<file path="src/rtl/decoder_share_pkg.sv">
// Shared types and helpers for the round-robin decoder share arbiter.
// rr_pick and onehot_decode work on max-width vectors; callers zero-extend.
package decoder_share_pkg;

   typedef enum logic {ARB, LOCKED} arb_state_e;

   localparam int MAX_REQ = 16;
   localparam int MAX_SEL = 8;
   localparam int MAX_OUT = 1 << MAX_SEL;

   typedef struct packed {
      logic       found;
      logic [3:0] idx;
   } pick_t;

   function automatic pick_t rr_pick(
      input logic [MAX_REQ-1:0] valid,
      input logic [3:0]         ptr,
      input int                 n
   );
      pick_t res;
      int    j;
      res = '0;
      for (int k = 0; k < MAX_REQ; k++) begin
         j = int'(ptr) + k;
         if (j >= n) j = j - n;
         if (!res.found && k < n && valid[j[3:0]]) begin
            res.found = 1'b1;
            res.idx   = j[3:0];
         end
      end
      return res;
   endfunction

   function automatic logic [MAX_OUT-1:0] onehot_decode(
      input logic [MAX_SEL-1:0] sel,
      input logic               en
   );
      logic [MAX_OUT-1:0] v;
      v = '0;
      if (en) v[sel] = 1'b1;
      return v;
   endfunction

endpackage

</file>
<file path="src/rtl/decoder_share_arbiter_if.sv">
// Requester and decoded-output handshake bundle of the decoder share arbiter.
interface decoder_share_arbiter_if #(
   parameter int NUM_REQ   = 4,
   parameter int SEL_WIDTH = 3
);
   localparam int OUT_WIDTH = 1 << SEL_WIDTH;
   localparam int ID_WIDTH  = (NUM_REQ > 2) ? $clog2(NUM_REQ) : 1;

   logic [NUM_REQ-1:0]           req_valid;
   logic [NUM_REQ*SEL_WIDTH-1:0] req_sel;
   logic [NUM_REQ-1:0]           req_en;
   logic [NUM_REQ-1:0]           req_last;
   logic [NUM_REQ-1:0]           req_ready;
   logic                         out_valid;
   logic                         out_ready;
   logic [OUT_WIDTH-1:0]         out_onehot;
   logic [ID_WIDTH-1:0]          out_id;
   logic                         out_last;

   modport master (
      output req_valid, req_sel, req_en, req_last, out_ready,
      input  req_ready, out_valid, out_onehot, out_id, out_last
   );

   modport slave (
      input  req_valid, req_sel, req_en, req_last, out_ready,
      output req_ready, out_valid, out_onehot, out_id, out_last
   );

endinterface

</file>
<file path="src/rtl/decoder_share_rr_pick.sv">
// Combinational round-robin picker: first valid index at or after i_ptr.
module decoder_share_rr_pick
   import decoder_share_pkg::*;
#(
   parameter int NUM_REQ  = 4,
   parameter int ID_WIDTH = 2
) (
   input  logic [NUM_REQ-1:0]  i_valid,
   input  logic [ID_WIDTH-1:0] i_ptr,
   output logic                o_found,
   output logic [ID_WIDTH-1:0] o_idx
);

   logic [MAX_REQ-1:0] w_valid;
   logic [3:0]         w_ptr;
   pick_t              w_res;
   logic               w_unused;

   always_comb begin
      w_valid                = '0;
      w_valid[NUM_REQ-1:0]   = i_valid;
      w_ptr                  = '0;
      w_ptr[ID_WIDTH-1:0]    = i_ptr;
      w_res = rr_pick(w_valid, w_ptr, NUM_REQ);
   end

   assign o_found  = w_res.found;
   assign o_idx    = w_res.idx[ID_WIDTH-1:0];
   assign w_unused = ^w_res.idx;

endmodule

</file>
<file path="src/rtl/decoder_share_arbiter.sv">
// Round-robin arbiter sharing one registered one-hot decoder among requesters,
// with burst locking and an idle-owner timeout.
module decoder_share_arbiter
   import decoder_share_pkg::*;
#(
   parameter int NUM_REQ      = 4,
   parameter int SEL_WIDTH    = 3,
   parameter int LOCK_TIMEOUT = 16
) (
   input  logic                    clk,
   input  logic                    rst_n,
   decoder_share_arbiter_if.slave  bus,
   output logic                    busy,
   output logic                    lock_timeout
);

   localparam int OUT_WIDTH = 1 << SEL_WIDTH;
   localparam int ID_WIDTH  = (NUM_REQ > 2) ? $clog2(NUM_REQ) : 1;
   localparam int CNT_WIDTH =
      (LOCK_TIMEOUT > 1) ? $clog2(LOCK_TIMEOUT) : 1;
   localparam logic [CNT_WIDTH-1:0] CNT_LAST =
      CNT_WIDTH'(LOCK_TIMEOUT - 1);
   localparam logic [ID_WIDTH-1:0] ID_LAST = ID_WIDTH'(NUM_REQ - 1);

   function automatic logic [ID_WIDTH-1:0] inc_id(
      input logic [ID_WIDTH-1:0] id
   );
      return (id == ID_LAST) ? '0 : id + 1'b1;
   endfunction

   arb_state_e           r_state, w_state_nxt;
   logic [ID_WIDTH-1:0]  r_rr_ptr, w_rr_ptr_nxt;
   logic [ID_WIDTH-1:0]  r_owner, w_owner_nxt;
   logic [CNT_WIDTH-1:0] r_idle_cnt, w_idle_nxt;
   logic                 r_tout, w_tout_nxt;
   logic                 r_out_valid;
   logic [OUT_WIDTH-1:0] r_onehot;
   logic [ID_WIDTH-1:0]  r_id;
   logic                 r_last;

   logic                 w_found;
   logic [ID_WIDTH-1:0]  w_pick;
   logic                 w_slot_free;
   logic [ID_WIDTH-1:0]  w_gnt_id;
   logic                 w_gnt_ok;
   logic [NUM_REQ-1:0]   w_ready;
   logic                 w_acc;
   logic                 w_acc_last;
   logic                 w_en;
   logic [SEL_WIDTH-1:0] w_sel;
   logic [MAX_SEL-1:0]   w_sel_ext;
   logic [MAX_OUT-1:0]   w_dec;
   logic                 w_unused;

   decoder_share_rr_pick #(
      .NUM_REQ  (NUM_REQ),
      .ID_WIDTH (ID_WIDTH)
   ) u_pick (
      .i_valid (bus.req_valid),
      .i_ptr   (r_rr_ptr),
      .o_found (w_found),
      .o_idx   (w_pick)
   );

   assign w_slot_free = !r_out_valid || bus.out_ready;

   // A locked owner is offered the slot whether or not it is valid.
   always_comb begin
      w_gnt_id = (r_state == LOCKED) ? r_owner : w_pick;
      w_gnt_ok = (r_state == LOCKED) || w_found;
      w_ready  = '0;
      if (rst_n && w_gnt_ok && w_slot_free)
         w_ready[w_gnt_id] = 1'b1;
   end

   assign w_acc      = |(bus.req_valid & w_ready);
   assign w_acc_last = bus.req_last[w_gnt_id];
   assign w_en       = bus.req_en[w_gnt_id];
   assign w_sel      = bus.req_sel[w_gnt_id*SEL_WIDTH +: SEL_WIDTH];

   always_comb begin
      w_sel_ext                = '0;
      w_sel_ext[SEL_WIDTH-1:0] = w_sel;
      w_dec = onehot_decode(w_sel_ext, w_en);
   end

   assign w_unused = ^w_dec;

   always_comb begin
      w_state_nxt  = r_state;
      w_rr_ptr_nxt = r_rr_ptr;
      w_owner_nxt  = r_owner;
      w_idle_nxt   = r_idle_cnt;
      w_tout_nxt   = 1'b0;
      unique case (r_state)
         ARB: begin
            if (w_acc) begin
               if (w_acc_last) begin
                  w_rr_ptr_nxt = inc_id(w_gnt_id);
               end else begin
                  w_state_nxt = LOCKED;
                  w_owner_nxt = w_gnt_id;
                  w_idle_nxt  = '0;
               end
            end
         end
         LOCKED: begin
            if (w_acc) begin
               if (w_acc_last) begin
                  w_state_nxt  = ARB;
                  w_rr_ptr_nxt = inc_id(r_owner);
               end else begin
                  w_idle_nxt = '0;
               end
            end else if (!bus.req_valid[r_owner]) begin
               if (r_idle_cnt == CNT_LAST) begin
                  w_state_nxt  = ARB;
                  w_rr_ptr_nxt = inc_id(r_owner);
                  w_tout_nxt   = 1'b1;
               end else begin
                  w_idle_nxt = r_idle_cnt + 1'b1;
               end
            end
         end
         default: w_state_nxt = ARB;
      endcase
   end

   always_ff @(posedge clk or negedge rst_n) begin
      if (!rst_n) begin
         r_state    <= ARB;
         r_rr_ptr   <= '0;
         r_owner    <= '0;
         r_idle_cnt <= '0;
         r_tout     <= 1'b0;
      end else begin
         r_state    <= w_state_nxt;
         r_rr_ptr   <= w_rr_ptr_nxt;
         r_owner    <= w_owner_nxt;
         r_idle_cnt <= w_idle_nxt;
         r_tout     <= w_tout_nxt;
      end
   end

   // An accept overwrites a word being drained in the same cycle.
   always_ff @(posedge clk or negedge rst_n) begin
      if (!rst_n) begin
         r_out_valid <= 1'b0;
         r_onehot    <= '0;
         r_id        <= '0;
         r_last      <= 1'b0;
      end else if (w_acc) begin
         r_out_valid <= 1'b1;
         r_onehot    <= w_dec[OUT_WIDTH-1:0];
         r_id        <= w_gnt_id;
         r_last      <= w_acc_last;
      end else if (bus.out_ready) begin
         r_out_valid <= 1'b0;
      end
   end

   assign bus.req_ready  = w_ready;
   assign bus.out_valid  = r_out_valid;
   assign bus.out_onehot = r_onehot;
   assign bus.out_id     = r_id;
   assign bus.out_last   = r_last;
   assign busy           = (r_state == LOCKED);
   assign lock_timeout   = r_tout;

endmodule

</file>
<file path="src/flat_wrapper.sv">
// flat-port wrapper written by rule: the top's interface ports become plain ports
module decoder_share_arbiter_flat import decoder_share_pkg::*;
#(
   parameter int NUM_REQ      = 4,
   parameter int SEL_WIDTH    = 3,
   parameter int LOCK_TIMEOUT = 16
)
  (clk, rst_n, busy, lock_timeout, bus_req_valid, bus_req_sel, bus_req_en, bus_req_last, bus_out_ready, bus_req_ready, bus_out_valid, bus_out_onehot, bus_out_id, bus_out_last);
  decoder_share_arbiter_if #(.NUM_REQ(NUM_REQ), .SEL_WIDTH(SEL_WIDTH)) bus_i ();
  input  logic clk;
  input  logic rst_n;
  output logic busy;
  output logic lock_timeout;
  input wire logic [$bits(bus_i.req_valid)-1:0] bus_req_valid;
  input wire logic [$bits(bus_i.req_sel)-1:0] bus_req_sel;
  input wire logic [$bits(bus_i.req_en)-1:0] bus_req_en;
  input wire logic [$bits(bus_i.req_last)-1:0] bus_req_last;
  input wire logic [$bits(bus_i.out_ready)-1:0] bus_out_ready;
  output wire logic [$bits(bus_i.req_ready)-1:0] bus_req_ready;
  output wire logic [$bits(bus_i.out_valid)-1:0] bus_out_valid;
  output wire logic [$bits(bus_i.out_onehot)-1:0] bus_out_onehot;
  output wire logic [$bits(bus_i.out_id)-1:0] bus_out_id;
  output wire logic [$bits(bus_i.out_last)-1:0] bus_out_last;
  assign bus_i.req_valid = bus_req_valid;
  assign bus_i.req_sel = bus_req_sel;
  assign bus_i.req_en = bus_req_en;
  assign bus_i.req_last = bus_req_last;
  assign bus_i.out_ready = bus_out_ready;
  assign bus_req_ready = bus_i.req_ready;
  assign bus_out_valid = bus_i.out_valid;
  assign bus_out_onehot = bus_i.out_onehot;
  assign bus_out_id = bus_i.out_id;
  assign bus_out_last = bus_i.out_last;
  decoder_share_arbiter #(.NUM_REQ(NUM_REQ), .SEL_WIDTH(SEL_WIDTH), .LOCK_TIMEOUT(LOCK_TIMEOUT)) u_core (.clk(clk), .rst_n(rst_n), .bus(bus_i), .busy(busy), .lock_timeout(lock_timeout));
endmodule
</file>
<file path="config.mk">
export PLATFORM = sky130hd
export DESIGN_NAME = decoder_share_arbiter_flat
export DESIGN_NICKNAME = d
export VERILOG_FILES = /design/src/rtl/decoder_share_pkg.sv /design/src/rtl/decoder_share_arbiter_if.sv /design/src/rtl/decoder_share_rr_pick.sv /design/src/rtl/decoder_share_arbiter.sv /design/src/flat_wrapper.sv
export SDC_FILE = /design/constraint.sdc
export NUM_CORES = 1
export LEC_CHECK = 0
export BUFFER_PORTS_ARGS = -buffer_cell sky130_fd_sc_hd__buf_2
export CAP_MARGIN = 5
export CORE_ASPECT_RATIO = 0.6
export CORE_MARGIN = 2
export CORE_UTILIZATION = 54
export DETAILED_ROUTE_END_ITERATION = 6
export GPL_ROUTABILITY_DRIVEN = 0
export HOLD_SLACK_MARGIN = 0.05
export PLACE_DENSITY = 0.8
export SLEW_MARGIN = 40
export SYNTH_ARGS = -nofsm -noshare
export SYNTH_HDL_FRONTEND = slang
export SYNTH_SLANG_ARGS = --single-unit
</file>
<file path="constraint.sdc">
create_clock -name clk -period 5.1 [get_ports clk]
set_input_delay 0.51 -clock clk [delete_from_list [all_inputs] [get_ports clk]]
set_output_delay 0.51 -clock clk [all_outputs]
set_load 0.05 [all_outputs]
</file>
==> flow_summary_export.csv <==
group,metric,value,unit
clock_tree,clk_pin_slew_worst_paths,0.08,ns
timing,setup_viol,0,
synth,syn-cell-area,1950,um2
setup_path,reg2reg_depth,15,
synth,postSynthAreaPerCell,9.34,um2
clock_tree,cts_tree,"done",
global_routing,grt.overflow.total,0,
global_routing,first_global_vias,1647,
timing,timing.final.crit_share,89.1,%
setup_path,path_delay_family,"compound AO/OA/AOI/OAI gates",
setup_path,crit_chain,"inv_1 > ha_1 > inv_1 > o21ba_1 > or4_1 > a31oi_4 > inv_1 > ha_1 > a22oi_1 > nand2_1 > a211oi_1 > nand2b_1 > inv_1 > a211oi_1 > a211oi_1",
synth,synthCells,209,
clock_tree,cts_buffers,3,
detailed_routing,routed_wl,4830,um
layout,n_fill_cell,292,
global_routing,track_usage,25.5,%
setup_path,r2r_start,"u_core.r_rr_ptr[1]$_DFFE_PN0P_",
synth,synth_warnings,0,
status,status,"finished, final reports clean",
setup_path,critical_path.endpoint_type,"register",
setup_path,required,5.25,ns
synth,synth_seq_cells,22,
run,max_cap_violations,0,
clock_tree,cts_resized,0,
detailed_routing,drt_iter0_drc,130,
timing,hold_viol_final,0,
setup_path,rr_endpoint,"u_core.r_rr_ptr[0]$_DFFE_PN0P_",
setup_path,crit_arrival,4.69,ns
synth,synth_compound_area_share,22.1,%
synth,syn_nets,245,
timing,setup-tns-final,0,ns
clock_tree,worst_skew_pair.late_latency,0.26,ns
clock_tree,cts_htree_levels,1,
timing,tightest_slew,0.852,ns
power,vdd_drop_max,0.392,mV
layout,area_growth,14.7,%
detailed_routing,avgRoutedWirePerCell,16.6,um
power,leakagePower,1.10,nW
timing,rsz0062_at_grt,"false",
die,core,3360,um2
setup_path,crit_slowest_cell,"or4_1",
clock_tree,cts_sinks,22,
clock_tree,root_buffer,"clkbuf_8",
setup_path,worst_path_largest_cell_delay,0.76,ns
synth,seq_area_frac_synth,28.2,%
timing,max_freq,0.220,GHz
global_routing,grt_max_degree,24,
synth,ys_async_sr_fraction,100,%
die,die-area,4130,um2
synth,synth_flop_cell,"dfrtp_1",
setup_path,path_class,"reg2reg",
die,rows,16,
setup_path,critPathMaxFanout,9,
synth,synth_simple_gate_area_share,16.7,%
detailed_routing,vias,1782,
layout,final_cell_mix,"44 x buf_2, 21 x dfrtp_1, 20 x mux2i_1",
synth,synth_edf_count,0,
setup_path,startpoint_type,"register",
clock_tree,clk_path_buf_depth,2,
layout,fin_nets,283,
global_routing,grt_antenna_before_repair,0,
synth,muxShareOfSynthArea,20.2,%
die,start_util,58.0,%
layout,final_util,66.6,%
timing,clock_skew,0.00953,ns
clock_tree,cts_setup_buffers,0,
setup_path,rrSetupSlack,0.56,ns
synth,synth_top_family_by_area,"compound AO/OA/AOI/OAI gates",
placed_design,dp_hpwl,3750,um
die,io_pins,45,
setup_path,path_buf_inv,4,
detailed_routing,vias_per_cell,6.12,
detailed_routing,drc,0,
synth,synth_fa_ha_area_share,5.77,%
timing,min_period,4.54,ns
detailed_routing,ant_nets,0,
die,dieWidth,81.6,um
timing,slew_viol_final,0,
synth,synth_cell_type_count,54,
clock_tree,ctsHoldBuffers,0,
die,die_h,50.6,um
layout,drive_gt1_share,29.3,%
global_routing,grt_pass1_wl,8020,um
hold_path,min_path_type,"in2async",
setup_path,crit_top_cell,"inv_1",
layout,antennaDiodeCount,0,
placed_design,numPortBuffers,44,
detailed_routing,drt-pass1-iter-count,5,
timing,timing.max_slew.rel_slack,43.0,%
power,pwr_density_cell,691,nW/um2
layout,final_common_cell,"buf_2",
synth,synthXorXnorAreaFrac,1.35,%
[final cells by class]
class	count	area, um2	share of cell area (%)
multi-input combinational	163	1290	57.6
sequential	22	552	24.7
timing repair buffer	44	220	9.84
tap	45	56.3	2.52
inverter	13	48.8	2.18
clock buffer	3	41.3	1.84
clock inverter	1	30.0	1.34
[per-layer routing]
metal | up-vias | wire, um | global-route usage, %
li1 | 850 | - | -
met5 | - | 0 | 0
met3 | 4 | 499 | 6.12
met2 | 90 | 2070 | 37.8
met1 | 838 | 2260 | 39.0
met4 | 0 | 4 | 2.22
[state kept, by name, indices dropped and copies added (netlist names)]
name / flops
u_core.bus.out_onehot: 8
u_core.bus.out_last: 1
u_core.r_rr_ptr: 2
u_core.lock_timeout: 1
u_core.r_owner: 2
u_core.busy: 1
u_core.r_idle_cnt: 4
u_core.bus.out_valid: 1
u_core.bus.out_id: 2
[kinds of logic after synthesis]
kind of cell               Yosys count
xor gates and xnor gates             3
adders and majority gates            9
and+or+nand+nor                     61
buffers and inverters               24
muxes                               34
DFF                                 22
AOI/OAI and AO/OA                   56
[power by group]
group / switching (mW) / total [mW] / internal (mW)
registers: 0.0992 / 0.343 / 0.243
clock network: 0.0562 / 0.161 / 0.105
logic: 0.665 / 1.04 / 0.378
total: 0.821 / 1.55 / 0.726
[how the worst max path moves through the flow]
stage                     depth (start not counted)                            from  slack [ns]                               end
final                                            15  u_core.r_rr_ptr[1]$_DFFE_PN0P_        0.56    u_core.r_rr_ptr[0]$_DFFE_PN0P_
after detailed placement                         15  u_core.r_rr_ptr[0]$_DFFE_PN0P_        0.41    u_core.r_rr_ptr[0]$_DFFE_PN0P_
after CTS                                        15  u_core.r_rr_ptr[0]$_DFFE_PN0P_        0.39    u_core.r_rr_ptr[0]$_DFFE_PN0P_
after global routing                             15  u_core.r_rr_ptr[0]$_DFFE_PN0P_        0.20    u_core.r_rr_ptr[0]$_DFFE_PN0P_
after floorplan                                  18  u_core.r_rr_ptr[1]$_DFFE_PN0P_        1.31  u_core.r_idle_cnt[3]$_DFFE_PN0P_
after global placement                           15  u_core.r_rr_ptr[0]$_DFFE_PN0P_        0.66  u_core.r_idle_cnt[3]$_DFFE_PN0P_
[cell usage after synthesis, drive strengths merged, types with 3 or more instances]
library cell	n	share of area (%)
mux2i	22	12
a32o	8	4.1
a31oi	3	1.7
a211oi	6	2.3
nand2b	3	0.96
nand3	5	1.3
or2	3	0.96
dfrtp	22	28
nor2b	3	0.96
a21oi	7	1.8
nand2	14	2.8
ha	9	5.8
a22oi	3	1.2
buf	6	2.2
o21ai	12	3.1
clkbuf	5	0.96
and2	6	1.9
mux2	10	5.8
nor2	14	2.7
nor3	6	2.4
inv	13	2.5
[through the flow]
| step | area [um2] | hold slack [ns] | cells | power, mW | setup WS [ns] |
|---|---|---|---|---|---|
| 2_1_floorplan | 1950 | 0.214 | 209 | 1.17 | 1.31 |
| 3_3_place_gp | 2170 | 0.472 | 287 | 1.36 | 0.656 |
| 3_5_place_dp | 2170 | 0.477 | 287 | 1.38 | 0.412 |
| 4_1_cts | 2240 | 0.214 | 291 | 1.54 | 0.389 |
| 5_1_grt | 2240 | 0.238 | 291 | 1.67 | 0.198 |
| 6_report | 2240 | 0.191 | 291 | 1.55 | 0.557 |
[worst reg2reg max path, cell delays in order (launching register included)]
cell	delay (ns)
dfrtp_1	0.57
inv_1	0.14
ha_1	0.49
inv_1	0.13
o21ba_1	0.19
or4_1	0.76
a31oi_4	0.37
inv_1	0.15
ha_1	0.24
a22oi_1	0.18
nand2_1	0.12
a211oi_1	0.48
nand2b_1	0.20
inv_1	0.13
a211oi_1	0.06
a211oi_1	0.24
Note: power is estimated with default switching activity, not from simulation.
